## config.mk

```make
export PLATFORM = sky130hd
export DESIGN_NAME = cfi_shadow_stack
export DESIGN_NICKNAME = d
export VERILOG_FILES = /design/src/rtl/cfi_pkg.sv /design/src/rtl/cfi_shadow_stack.sv
export SDC_FILE = /design/constraint.sdc
export NUM_CORES = 1
export LEC_CHECK = 0
export BUFFER_PORTS_ARGS = -buffer_cell sky130_fd_sc_hd__buf_2
export CAP_MARGIN = 20
export CORE_MARGIN = 2
export CORE_UTILIZATION = 56
export CTS_CLUSTER_SIZE = 8
export DETAILED_ROUTE_END_ITERATION = 12
export PLACE_DENSITY_LB_ADDON = 0.15
export SLEW_MARGIN = 20
export SYNTH_ARGS = -nofsm -noshare
export SYNTH_HDL_FRONTEND = slang
export SYNTH_SLANG_ARGS = --single-unit
```

## constraint.sdc

```tcl
create_clock -name clk_i -period 6.6 [get_ports clk_i]
set_input_delay 0.99 -clock clk_i [delete_from_list [all_inputs] [get_ports clk_i]]
set_output_delay 0.99 -clock clk_i [all_outputs]
set_load 0.1 [all_outputs]
```

## src/rtl/cfi_pkg.sv

```systemverilog
// Shared CFI types: shadow-stack opcodes, exception codes and FSM states.
package cfi_pkg;

    localparam int unsigned CFI_SS_OP_W  = 3;
    localparam int unsigned CFI_SS_EXC_W = 3;

    typedef enum logic [CFI_SS_OP_W-1:0] {
        CFI_SS_OP_NOP     = 3'd0,
        CFI_SS_OP_PUSH    = 3'd1,
        CFI_SS_OP_POP     = 3'd2,
        CFI_SS_OP_POPCHK  = 3'd3,
        CFI_SS_OP_SWAP    = 3'd4,
        CFI_SS_OP_READCNT = 3'd5
    } cfi_ss_op_t;

    typedef enum logic [CFI_SS_EXC_W-1:0] {
        CFI_SS_EXC_NONE      = 3'd0,
        CFI_SS_EXC_OVERFLOW  = 3'd1,
        CFI_SS_EXC_UNDERFLOW = 3'd2,
        CFI_SS_EXC_MISMATCH  = 3'd3,
        CFI_SS_EXC_LOCKED    = 3'd4
    } cfi_ss_exc_t;

    typedef enum logic {
        CFI_SS_RUN    = 1'b0,
        CFI_SS_LOCKED = 1'b1
    } cfi_ss_state_t;

endpackage

```

## src/rtl/cfi_shadow_stack.sv

```systemverilog
// Return-address shadow stack with checked pop, swap and fault locking.
// sp_q always points at the next free slot; the top lives at sp_q-1.
module cfi_shadow_stack
    import cfi_pkg::*;
#(
    parameter int unsigned DEPTH            = 16,
    parameter int unsigned XLEN             = 64,
    parameter bit          WRAP_ON_OVERFLOW = 1'b0,
    parameter bit          LOCK_ON_FAULT    = 1'b1
) (
    input  logic                       clk_i,
    input  logic                       rst_ni,
    input  logic                       flush_i,
    input  logic                       valid_i,
    output logic                       ready_o,
    input  cfi_ss_op_t                 op_i,
    input  logic [XLEN-1:0]            data_i,
    output logic                       resp_valid_o,
    input  logic                       resp_ready_i,
    output logic [XLEN-1:0]            resp_data_o,
    output cfi_ss_exc_t                exc_o,
    output logic [$clog2(DEPTH+1)-1:0] count_o,
    output logic                       empty_o,
    output logic                       full_o
);

    localparam int unsigned PW = $clog2(DEPTH);
    localparam int unsigned CW = $clog2(DEPTH+1);

    logic [XLEN-1:0] mem [DEPTH];

    logic [PW-1:0]   sp_q;
    logic [PW-1:0]   sp_d;
    logic [PW-1:0]   top_idx;
    logic [CW-1:0]   cnt_q;
    logic [CW-1:0]   cnt_d;
    logic [XLEN-1:0] top;

    cfi_ss_state_t state_q;
    cfi_ss_state_t state_d;

    logic            accept;
    logic            wr_en;
    logic [PW-1:0]   wr_idx;
    logic [XLEN-1:0] rsp_data;
    cfi_ss_exc_t     rsp_exc;

    assign ready_o = !flush_i && (!resp_valid_o || resp_ready_i);
    assign accept  = valid_i && ready_o;

    assign count_o = cnt_q;
    assign empty_o = (cnt_q == '0);
    assign full_o  = (cnt_q == CW'(DEPTH));

    assign top_idx = sp_q - PW'(1);
    assign top     = mem[top_idx];

    always_comb begin
        sp_d     = sp_q;
        cnt_d    = cnt_q;
        wr_en    = 1'b0;
        wr_idx   = sp_q;
        rsp_data = '0;
        rsp_exc  = CFI_SS_EXC_NONE;
        if (state_q == CFI_SS_LOCKED && op_i != CFI_SS_OP_READCNT) begin
            rsp_exc = CFI_SS_EXC_LOCKED;
        end else begin
            unique case (op_i)
                CFI_SS_OP_PUSH: begin
                    if (full_o && !WRAP_ON_OVERFLOW) begin
                        rsp_exc = CFI_SS_EXC_OVERFLOW;
                    end else begin
                        // When full, sp_q already sits on the oldest entry.
                        wr_en = 1'b1;
                        sp_d  = sp_q + PW'(1);
                        if (!full_o) cnt_d = cnt_q + CW'(1);
                    end
                end
                CFI_SS_OP_POP,
                CFI_SS_OP_POPCHK: begin
                    if (empty_o) begin
                        rsp_exc = CFI_SS_EXC_UNDERFLOW;
                    end else begin
                        rsp_data = top;
                        sp_d     = top_idx;
                        cnt_d    = cnt_q - CW'(1);
                        if (op_i == CFI_SS_OP_POPCHK && top != data_i)
                            rsp_exc = CFI_SS_EXC_MISMATCH;
                    end
                end
                CFI_SS_OP_SWAP: begin
                    if (empty_o) begin
                        rsp_exc = CFI_SS_EXC_UNDERFLOW;
                    end else begin
                        rsp_data = top;
                        wr_en    = 1'b1;
                        wr_idx   = top_idx;
                    end
                end
                CFI_SS_OP_READCNT: rsp_data = XLEN'(cnt_q);
                default: ;
            endcase
        end
    end

    always_comb begin
        state_d = state_q;
        unique case (state_q)
            CFI_SS_RUN: begin
                if (accept && LOCK_ON_FAULT && rsp_exc != CFI_SS_EXC_NONE)
                    state_d = CFI_SS_LOCKED;
            end
            CFI_SS_LOCKED: ;
        endcase
        if (flush_i) state_d = CFI_SS_RUN;
    end

    always_ff @(posedge clk_i or negedge rst_ni) begin
        if (!rst_ni) state_q <= CFI_SS_RUN;
        else         state_q <= state_d;
    end

    always_ff @(posedge clk_i or negedge rst_ni) begin
        if (!rst_ni) begin
            sp_q         <= '0;
            cnt_q        <= '0;
            resp_valid_o <= 1'b0;
            resp_data_o  <= '0;
            exc_o        <= CFI_SS_EXC_NONE;
        end else if (flush_i) begin
            sp_q         <= '0;
            cnt_q        <= '0;
            resp_valid_o <= 1'b0;
        end else if (accept) begin
            sp_q         <= sp_d;
            cnt_q        <= cnt_d;
            resp_valid_o <= 1'b1;
            resp_data_o  <= rsp_data;
            exc_o        <= rsp_exc;
        end else if (resp_ready_i) begin
            resp_valid_o <= 1'b0;
        end
    end

    always_ff @(posedge clk_i) begin
        if (accept && wr_en) mem[wr_idx] <= data_i;
    end

endmodule

```

* After elaboration in Yosys (flattened, before gate mapping) *
Memory sizes are Yosys's and may differ from the RTL's.
Cells that the tools add are included.

word-level totals
  register bits = 78
  bits in latches = 0
  memory bits (writable) = 1024
  bits in read-only memories = 0
  output and inout port bits = 76
  memories = 1

cells by class
  add/subtract/negate cells = 4
  multipliers = 0
  div/mod/pow operators = 0
  order comparisons = 0
  equality and inequality tests = 11
  shift-type cells = 0
  mux-type cells = 35
  bitwise logic cells = 1
  reductions and logical operators = 19

memories
  memory  depth  width  rd ports  clocked after Yosys merged registers in  wr ports  RTL line                source
  mem     16     64     1         0                                        1         cfi_shadow_stack.sv:30  logic [XLEN-1:0] mem [DEPTH];

operators by type and width
  cell                                                                count
  64-bit 2-to-1 mux                                                   2
  64-bit case mux with 2 select lines                                 1
  64-bit != test                                                      1
  4-bit 2-to-1 mux                                                    7
  5-bit 2-to-1 mux                                                    5
  1-bit 2-to-1 mux                                                    12
  5-bit case mux with 2 select lines                                  1
  3-bit != test, second input constant                                3
  3-bit nonzero test                                                  3
  4-bit case mux with 2 select lines                                  1
  3-bit by 2-bit == test with 1-bit output, second input constant     2
  3-bit == test, second input constant                                2
  1-bit logical AND                                                   6
  2-bit 2-to-1 mux                                                    3
  2-bit case mux with 3 select lines                                  1
  5-bit by 1-bit adder with 5-bit output, second input constant       1
  5-bit == test, second input constant                                1
  5-bit zero test                                                     1
  5-bit AND reduction                                                 1
  5-bit by 1-bit subtractor with 5-bit output, second input constant  1
  4-bit by 1-bit adder with 4-bit output, second input constant       1
  4-bit AND reduction                                                 1
  4-bit by 1-bit subtractor with 4-bit output, second input constant  1
  3-bit by 1-bit == test with 1-bit output, second input constant     1
  other kinds (10)                                                    11

* Longest topological paths before layout *
Gate-level depths: netlist of the first run.
An unclocked memory read counts as a cell.

  depth after elaboration = 13
  mapped depth = 24

* Worst setup path before layout of the first run *
Ideal clock, no wire load.

  path kind = register -> register
  start point = register sp_q[0]
  end point = memory mem[0][0] (enable)
  setup time = 0.486 ns
  data arrival time = 6.741 ns
  path slack = -0.628 ns
  cell stages (with the launch flop) = 22
  buffers on the path = 15
  path through = dfrtp_1 buf_6 buf_8 buf_6 buf_12 inv_4 buf_2 clkbuf_1 buf_2 ha_1 buf_2 buf_2 buf_2 buf_2 buf_2 buf_2 buf_2 buf_1 nand3_1 o31ai_1 nand2_1 nor2_1

on the way
  longest elaborated chain between the ends = 4

ends and longest elaborated chain
  element                                      RTL line                 source
  start: declaration                           cfi_shadow_stack.sv:32   logic [PW-1:0] sp_q;
  start signal: assignment                     cfi_shadow_stack.sv:135  sp_q <= sp_d;
  4-bit by 1-bit subtractor with 4-bit output  cfi_shadow_stack.sv:55   assign top_idx = sp_q - PW'(1);
  4-bit 2-to-1 mux                             cfi_shadow_stack.sv:92   if (empty_o) begin
  4-bit 2-to-1 mux                             cfi_shadow_stack.sv:68   unique case (op_i)
  4-bit 2-to-1 mux *                           cfi_shadow_stack.sv:65   if (state_q == CFI_SS_LOCKED && op_i != CFI_SS_OP_READCNT) begin
  end: declaration                             cfi_shadow_stack.sv:30

Every way passes the cells marked *; elsewhere a longest branch is shown, timed or not.

* Worst setup path after layout of the first run *
  start point = register sp_q[1]
  end point = register state_q

on the way
  longest elaborated chain between the ends = 13

ends and longest elaborated chain
  element                                      RTL line                 source
  4-bit by 1-bit subtractor with 4-bit output  cfi_shadow_stack.sv:55
  memory read 16 x 64 bit                      --
  64-bit != test                               cfi_shadow_stack.sv:87   if (op_i == CFI_SS_OP_POPCHK && top != data_i)
  1-bit logical AND                            cfi_shadow_stack.sv:87
  2-bit 2-to-1 mux                             cfi_shadow_stack.sv:87
  2-bit 2-to-1 mux                             cfi_shadow_stack.sv:81   if (empty_o) begin
  2-bit case mux with 3 select lines           cfi_shadow_stack.sv:68
  3-bit 2-to-1 mux                             cfi_shadow_stack.sv:65
  3-bit nonzero test                           cfi_shadow_stack.sv:110  if (accept && LOCK_ON_FAULT && rsp_exc != CFI_SS_EXC_NONE)
  1-bit logical AND                            cfi_shadow_stack.sv:110
  1-bit 2-to-1 mux                             cfi_shadow_stack.sv:110
  1-bit 2-to-1 mux                             cfi_shadow_stack.sv:108  unique case (state_q)
  1-bit 2-to-1 mux                             cfi_shadow_stack.sv:115  if (flush_i) state_d = CFI_SS_RUN;
  net state_d                                  cfi_shadow_stack.sv:40   cfi_ss_state_t state_d;
  end signal: assignment                       cfi_shadow_stack.sv:120  else state_q <= state_d;
  end: declaration                             cfi_shadow_stack.sv:39   cfi_ss_state_t state_q;

The timed path passes the listed nets, and every way through them passes these cells.
A chain may end at the register's enable or synchronous reset.

==> summary by stage, run 1 <==
Setup path
On the critical path, the stage with the largest delay is an instance of ha_4. Grouping stages by cell kind, the critical path spends the most delay in buffers and inverters. The critical setup path kind is flip-flop to flip-flop. Counting both buffers and inverters, the worst setup path holds a total of 3.

The depth of the most critical reg-to-reg path is 13. In this run the critical register-to-register path is captured at state_q$_DFF_PN0_. The most repeated library cell on the critical path is buf_4. The startpoint identified for the worst register-to-register timing path is sp_q[1]$_DFFE_PN0P_. At the worst endpoint, the required time is 7200 ps. Traced cell by cell, the critical path runs through inv_1 > ha_4 > buf_4 > buf_4 > mux4_2 > nor2_1 > a2111oi_0 > a21oi_1 > or4_1 > o21ai_0 > nand4_1 > nor4_2 > o22ai_1.

The highest cell delay on the worst timing path is 700 ps. In this run the worst path has a maximum fanout of 48. The worst setup path is captured at a flip-flop. The setup check on the worst reg-to-reg path leaves a slack of 1190 ps. The critical path arrival is 6010 ps. The worst setup path is launched from a flip-flop.

Worst hold path
The type of the tightest min-delay check is input port to async pin.

Cells and area
The final antenna diode count is 0. The post-layout instance count excluding filler cells is 4021. The layout has 5588 filler cells. The final instance area is 0.0533 mm2. The share of post-route cells with drive strength above 1 is 23.3%. Compared with the post-synthesis result, the final layout area differs by 14.1%. At the end of the flow the core is filled with cells to 64.7%.

The number of nets in the layout is 2911.

Global routing
Global routing used 31.3% of the available tracks. The number of global-route vias before repair came to 27400. The initial antenna violation count is 7.

Summed over all layers, the global routing overflow is 0. The first global-routing pass estimated 192000 um of wire. Entering global routing, the biggest net connects 101 pins.

Clock tree
TritonCTS built the clock tree. In this run the number of H-tree levels came out at 4. The tree is rooted in a clkbuf_16. The tree built by TritonCTS fans out to 1102 sinks. The clock latency at the later pin of the worst-skew pair is 760 ps. The number of buffers added for setup after CTS is 0. The total of cells resized after clock tree synthesis is 0. The number of clock buffers added by TritonCTS is 155.

The number of hold buffers added after CTS is 0. The clock transition at the registers of the reported paths is 60 ps. In this run the deepest clock path goes through 3 buffers.

Pwr
The overall power consumption is 16400 uW. The power density over cell area is 307 mW/mm2. Across the VDD grid, the largest voltage drop is 0.000249 V.

Summed over all cells, the static leakage comes to 0.0177 uW.

Synth
Of all flip-flops after synthesis, the portion carrying an async set or reset was 7.08%. The netlist area before placement is 0.0467 mm2. The post-synthesis instance total is 2620.

The sequential share of the synthesized area is 70.0%. The netlist uses 79 different library cells. edfxtp_1 takes more of the synthesized area than any other cell.

The synthesized design contains 1102 register bits. The Yosys step of the flow raised 0 warnings. Counting flops with a built-in enable in the synthesized netlist gives 1024. After synthesis, the mean cell area works out to 17.8 um2. Ranked by total cell area, the synthesized netlist is headed by edfxtp_1 (66%), mux4_2 (12%), dfrtp_1 (4.2%). Yosys instantiated no cell more often than edfxtp_1. After synthesis, the most frequently instantiated cells are edfxtp_1 (1024), mux4_2 (258), nand2_1 (207), mux2i_1 (127), xnor2_1 (94). When the netlist entered floorplanning its net count stood at 2698. The synthesized design devotes to its leading area cell type 65.9% of total area. The most used flip-flop cell after synthesis is edfxtp_1.

Timing
Setup repair after global routing left no endpoint under its margin. Setup violations remaining at the end of the flow were counted as 0. The number of pins with negative max-slew slack in the final report was 0. The final period demand of the worst path is 5410 ps. For the final database, setup skew stands at 27.4 ps.

Of the available clock period, the critical path in the final layout requires 81.9%. The worst slew margin relative to its limit is 33.1%. The count of final hold-check violations is 0.

At the pin with the least slew margin, the transition time is 1000 ps. The maximum clock rate is 185 MHz.

Detailed routing
For this run, the detailed router's first-pass iteration total came to 9. Dividing the detail-routed via count by the number of cells gives 6.84. The final layout contains routed wiring with a total length of 132000 um. The antenna violation net count after detailed routing is 0. In this run, the number of DRC markers left after iteration 0 of detailed routing was 3922. In the routed design, unresolved DRC markers number 0.

The wire length per cell is 32.8 um. The count of vias placed by the detailed router is 27500.

Outcome
The run finished with clean final reports.

Flow run
The number of max-cap violations is 0.

Floorplan
After floorplanning, the core was sized to cover 0.0824 mm2. The die covers 0.0857 mm2. The number of I/O pins is 148. The die is 293 um tall. For this configuration, the core starts out at a cell density of 56.7%. The chip width is 293 um.

The number of cell rows is 105.

Placed design
Buffers placed on the I/O ports in this run total 147. The HPWL after detailed placement is 80200 um. After detailed placement, the design holds a cell count of 3746. The congestion estimate from routability-driven global placement came to 0.910. The instance area at placement is 0.0487 mm2.
worst max path at each step:
stage,slack (ps),endpoint,depth (start not counted),from
after detailed placement,1310,state_q$_DFF_PN0_,13,sp_q[1]$_DFFE_PN0P_
after global placement,1360,state_q$_DFF_PN0_,13,sp_q[0]$_DFFE_PN0P_
final,1190,state_q$_DFF_PN0_,13,sp_q[1]$_DFFE_PN0P_
after global routing,960,state_q$_DFF_PN0_,13,sp_q[1]$_DFFE_PN0P_
after floorplan,-630,mem[0][0]$_DFFE_PP_,21,sp_q[0]$_DFFE_PN0P_
after CTS,1290,state_q$_DFF_PN0_,13,sp_q[1]$_DFFE_PN0P_
layer usage:
metal  global-route usage [%]  wire length [um]
met3                     8.55             15400
met5                        0                41
met4                     10.1              4150
met2                     46.6             60400
met1                     45.4             51800
cell families after synthesis:
group	Yosys count	synth area share (%)
AOI/OAI and AO/OA	321	5.23
xor gates and xnor gates	106	2.02
adders and majority gates	6	0.177
buffers and inverters	212	2.35
DFF	1102	70.0
muxes	400	15.5
and+or+nand+nor	473	4.66
cell type report:
type,count,area [um2],area share (%)
flip-flops and latches,1102,32700,61.4
multi-input cells,1306,13100,24.6
clock buffers,260,4280,8.04
repair buffers,210,1380,2.58
well taps,1070,1340,2.51
clock inverters,15,288,0.540
inverters,58,220,0.413
flip-flops by register name, indices dropped and copies added, names as in the netlist:
register / count
mem: 1024
resp_data_o: 64
count_o: 5
sp_q: 4
exc_o: 3
resp_valid_o: 1
state_q: 1
cells in the final DEF (no fill, tap or decap), types with 13 or more instances in the layout:
cell,n
nand3_1,73
a22oi_1,18
mux4_2,258
a32o_1,40
dfrtp_1,77
nor3_1,32
clkbuf_1,104
buf_12,13
mux2_2,14
nor2_1,55
xnor2_1,94
o21ai_0,28
nand4_1,15
a211oi_1,13
mux2i_1,127
nand2_1,205
buf_2,146
edfxtp_1,1024
clkbuf_16,155
inv_1,54
buf_4,50
a31oi_1,15
a21oi_1,49
a22o_1,21
o22ai_1,17
power breakdown:
group	switching, uW	total (uW)	internal [uW]
Sequential	23.6	7700	7670
Combinational	889	1260	369
Clock	2990	7410	4430
Total	3900	16400	12500
stage by stage:
stage | worst slack, ps | TNS (ps) | hold slack (ps)
2_1_floorplan | -628 | -212300 | 594
3_3_place_gp | 1360 | 0 | 472
3_5_place_dp | 1310 | 0 | 471
4_1_cts | 1290 | 0 | 275
5_1_grt | 960 | 0 | 297
6_report | 1190 | 0 | 283
(Power assumes the default switching activity.)
==> inputs of run 2 (changes only) <==
- clock period: 6.6 -> 4.3 ns (I/O delays scaled with it)
==> summary by stage, run 2 (same netlist as run 1, synthesis figures left out) <==
Outcome
The run finished with clean final reports.

Setup path
The highest cell delay on the worst timing path came to 640 ps (-60 ps). The highest fanout seen on the critical path came to 32 (-33%). The most repeated library cell on the critical path is buf_4.

The signal on the critical path passes through inv_8 > ha_4 > xnor2_4 > buf_12 > mux2i_1 > a211oi_1 > buf_4 > a222oi_1 > o21ai_0 > o21ai_0 > buf_4 > nand4_1 > nor4_4 > buf_4 > o22ai_1. The cell with the largest stage delay on the worst path is xnor2_4. The critical path arrival came to 4830 ps (-1180 ps). The worst setup path is launched from a flip-flop. The required time at the worst-slack endpoint is 4900 ps (-2300 ps). The number of buffers and inverters on the critical path came to 5 (+2). The critical path's top delay family is compound AO/OA/AOI/OAI gates. By startpoint and endpoint, the worst setup path is classified as flip-flop to flip-flop. STA classifies the critical path endpoint as a flip-flop.

Pwr
The static power due to leakage is 0.0184 uW (+3.6%). The power density over cell area is 463 mW/mm2 (+51%). The maximum VDD drop is 0.000430 V (+73%).

Detailed routing
The number of detailed-route iterations in the first pass came to 8 (-1). The antenna violation net count after detailed routing was 0 (unchanged). The final wirelength is 137000 um (+4.0%). The count of vias placed by the detailed router is 28100 (+2.2%). The wire length per cell was 33.2 um (+1.4%). The post-route DRC violation count is 0 (unchanged). The first-iteration detailed-routing DRC count came to 3853 (-1.8%). The number of vias per cell after detailed routing is 6.81 (-0.40%).

Timing
The final period demand of the worst path came to 4230 ps (-1170 ps). The worst slew margin relative to its limit is 39.1% (+6.0 points). The final worst-path cycle share is 98.5% (+17 points).

The number of setup violations in the final report came to 0 (unchanged). The final sum of negative setup slack came to 0 ps (unchanged). The actual transition at the worst max-transition pin is 913 ps (-87.5 ps). The count of final hold-check violations is 0 (unchanged).

The clock skew is 23.7 ps (-3.75 ps). The maximum clock rate is 236 MHz (+28%). The number of pins with negative max-slew slack in the final report is 0 (unchanged).

Setup repair after global routing left no endpoint under its margin.

Placed design
The count of input and output buffers is 147 (unchanged). The instance area at placement is 0.0498 mm2 (+2.2%). The global placement routability congestion is 0.942 (+3.5%). The half-perimeter wire length after detailed placement is 86500 um (+7.8%).

Clock tree
The clock transition at the registers of the reported paths is 60 ps (about the same). The CTS buffer count is 155 (unchanged). The TritonCTS clock tree is yes.

The maximum root-to-sink buffer count is 3 (unchanged). The cell at the root of the clock tree is clkbuf_16. The clock sink count is 1102 (unchanged). The clock latency at the later pin of the worst-skew pair was 750 ps (about the same). The maximum level of the CTS H-tree is 4 (unchanged).

Global routing
The number of global-route vias before repair is 28200 (+3.2%). The first-pass GRT wire length is 198000 um (+3.4%). The initial antenna violation count is 3 (-4). The overall global routing resource usage is 32.4% (+1.1 points). The largest net degree at the start of global routing is 65 (-36%). The remaining global-route overflow is 0 (unchanged).

Cells and area
Counting flops per register, the top entry is mem. The share of post-route cells with drive strength above 1 is 26.8% (+3.4 points). The flip-flop count of the largest register after layout came to 1024 (unchanged). In the layout the commonest cells are edfxtp_1 (1024), mux4_2 (258), nand2_1 (203). The final instance area was 0.0545 mm2 (+2.2%). Compared with the post-synthesis result, the final layout area differs by 16.7%. The number of nets in the layout was 3022 (+3.8%). Leaving out fill and tap cells, the most frequent cell in the layout is edfxtp_1. The final core utilization is 66.2% (+1.4 points).

Floorplan
The chip width came to 293 um (unchanged). The number of cell rows came to 105 (unchanged). The area of the core is 0.0824 mm2 (unchanged). The number of I/O pins is 148 (unchanged). The die area is 0.0857 mm2 (unchanged). The starting density of the core is 56.7% (unchanged). The floorplan die height is 293 um (unchanged).

Worst hold path
In this run the worst hold path is classified as input port to flip-flop.

Flow run
The number of max-cap violations is 0 (unchanged).
## run 2: cell count changes in the layout (fill, tap and decap cells not counted), sizes merged
cell         change
clkbuf           -6
dlygate4sd3      +1
buf            +109
diode            +1
## run 2: final timing paths
path                                             start  slack, ps  depth (start not counted)                          end
setup / recovery                   sp_q[0]$_DFFE_PN0P_         70                         15            state_q$_DFF_PN0_
hold / removal                                 valid_i        200                          3     resp_valid_o$_DFFE_PN0P_
setup reg to reg                   sp_q[0]$_DFFE_PN0P_         70                         15            state_q$_DFF_PN0_
hold reg to reg            resp_data_o[46]$_DFFE_PN0P_        490                          1  resp_data_o[46]$_DFFE_PN0P_
max in group asynchronous                       rst_ni       2530                          3  resp_data_o[51]$_DFFE_PN0P_
min in group asynchronous                       rst_ni        540                          2   resp_data_o[5]$_DFFE_PN0P_
## run 2: power by group
part	internal, uW	switching [uW]
Sequential	11800	36.5
Clock	6780	4580
Combinational	653	1410
## run 2: layer usage
| layer | wire length (um) | global-route usage, % |
|---|---|---|
| met1 | 53600 | 46.7 |
| met2 | 63300 | 49.2 |
| met3 | 15400 | 7.30 |
| met4 | 4710 | 11.6 |
| met5 | 23 | 0 |
## run 2: area by class of cell
cell class | instances | area (um2)
sequential | 1102 | 32700
fill | 5482 | 27900
multi-input combinational | 1306 | 13200
clock buffer | 253 | 4270
timing repair buffer | 321 | 2490
tap | 1070 | 1340
clock inverter | 15 | 289
inverter | 58 | 225
antenna | 1 | 2.50
## run 2: stage by stage
step / hold slack, ps / setup WS [ps] / total power (uW) / std cells
after global placement: 463 / 11.0 / 14000 / 3854
after CTS: 162 / 52.4 / 25300 / 4123
final: 203 / 65.6 / 25200 / 4126
after global routing: 192 / 14.2 / 25900 / 4126
after detailed placement: 480 / -49.0 / 14000 / 3854
after floorplan: 349 / -105 / 13200 / 2620
## run 2: repair_timing
action,in CTS,in global routing
endpoints found under the setup margin,3,3
hold buffers,1,0
gates resized for setup,2,16
buffers inserted,0,1
endpoints found under the hold margin,1,0
gates cloned,0,1
pin swaps,0,2
## run 2: tightest hold or removal path, cell delays in order
cell	delay, ps
buf_2	120
nor2_1	50
nor2_1	70
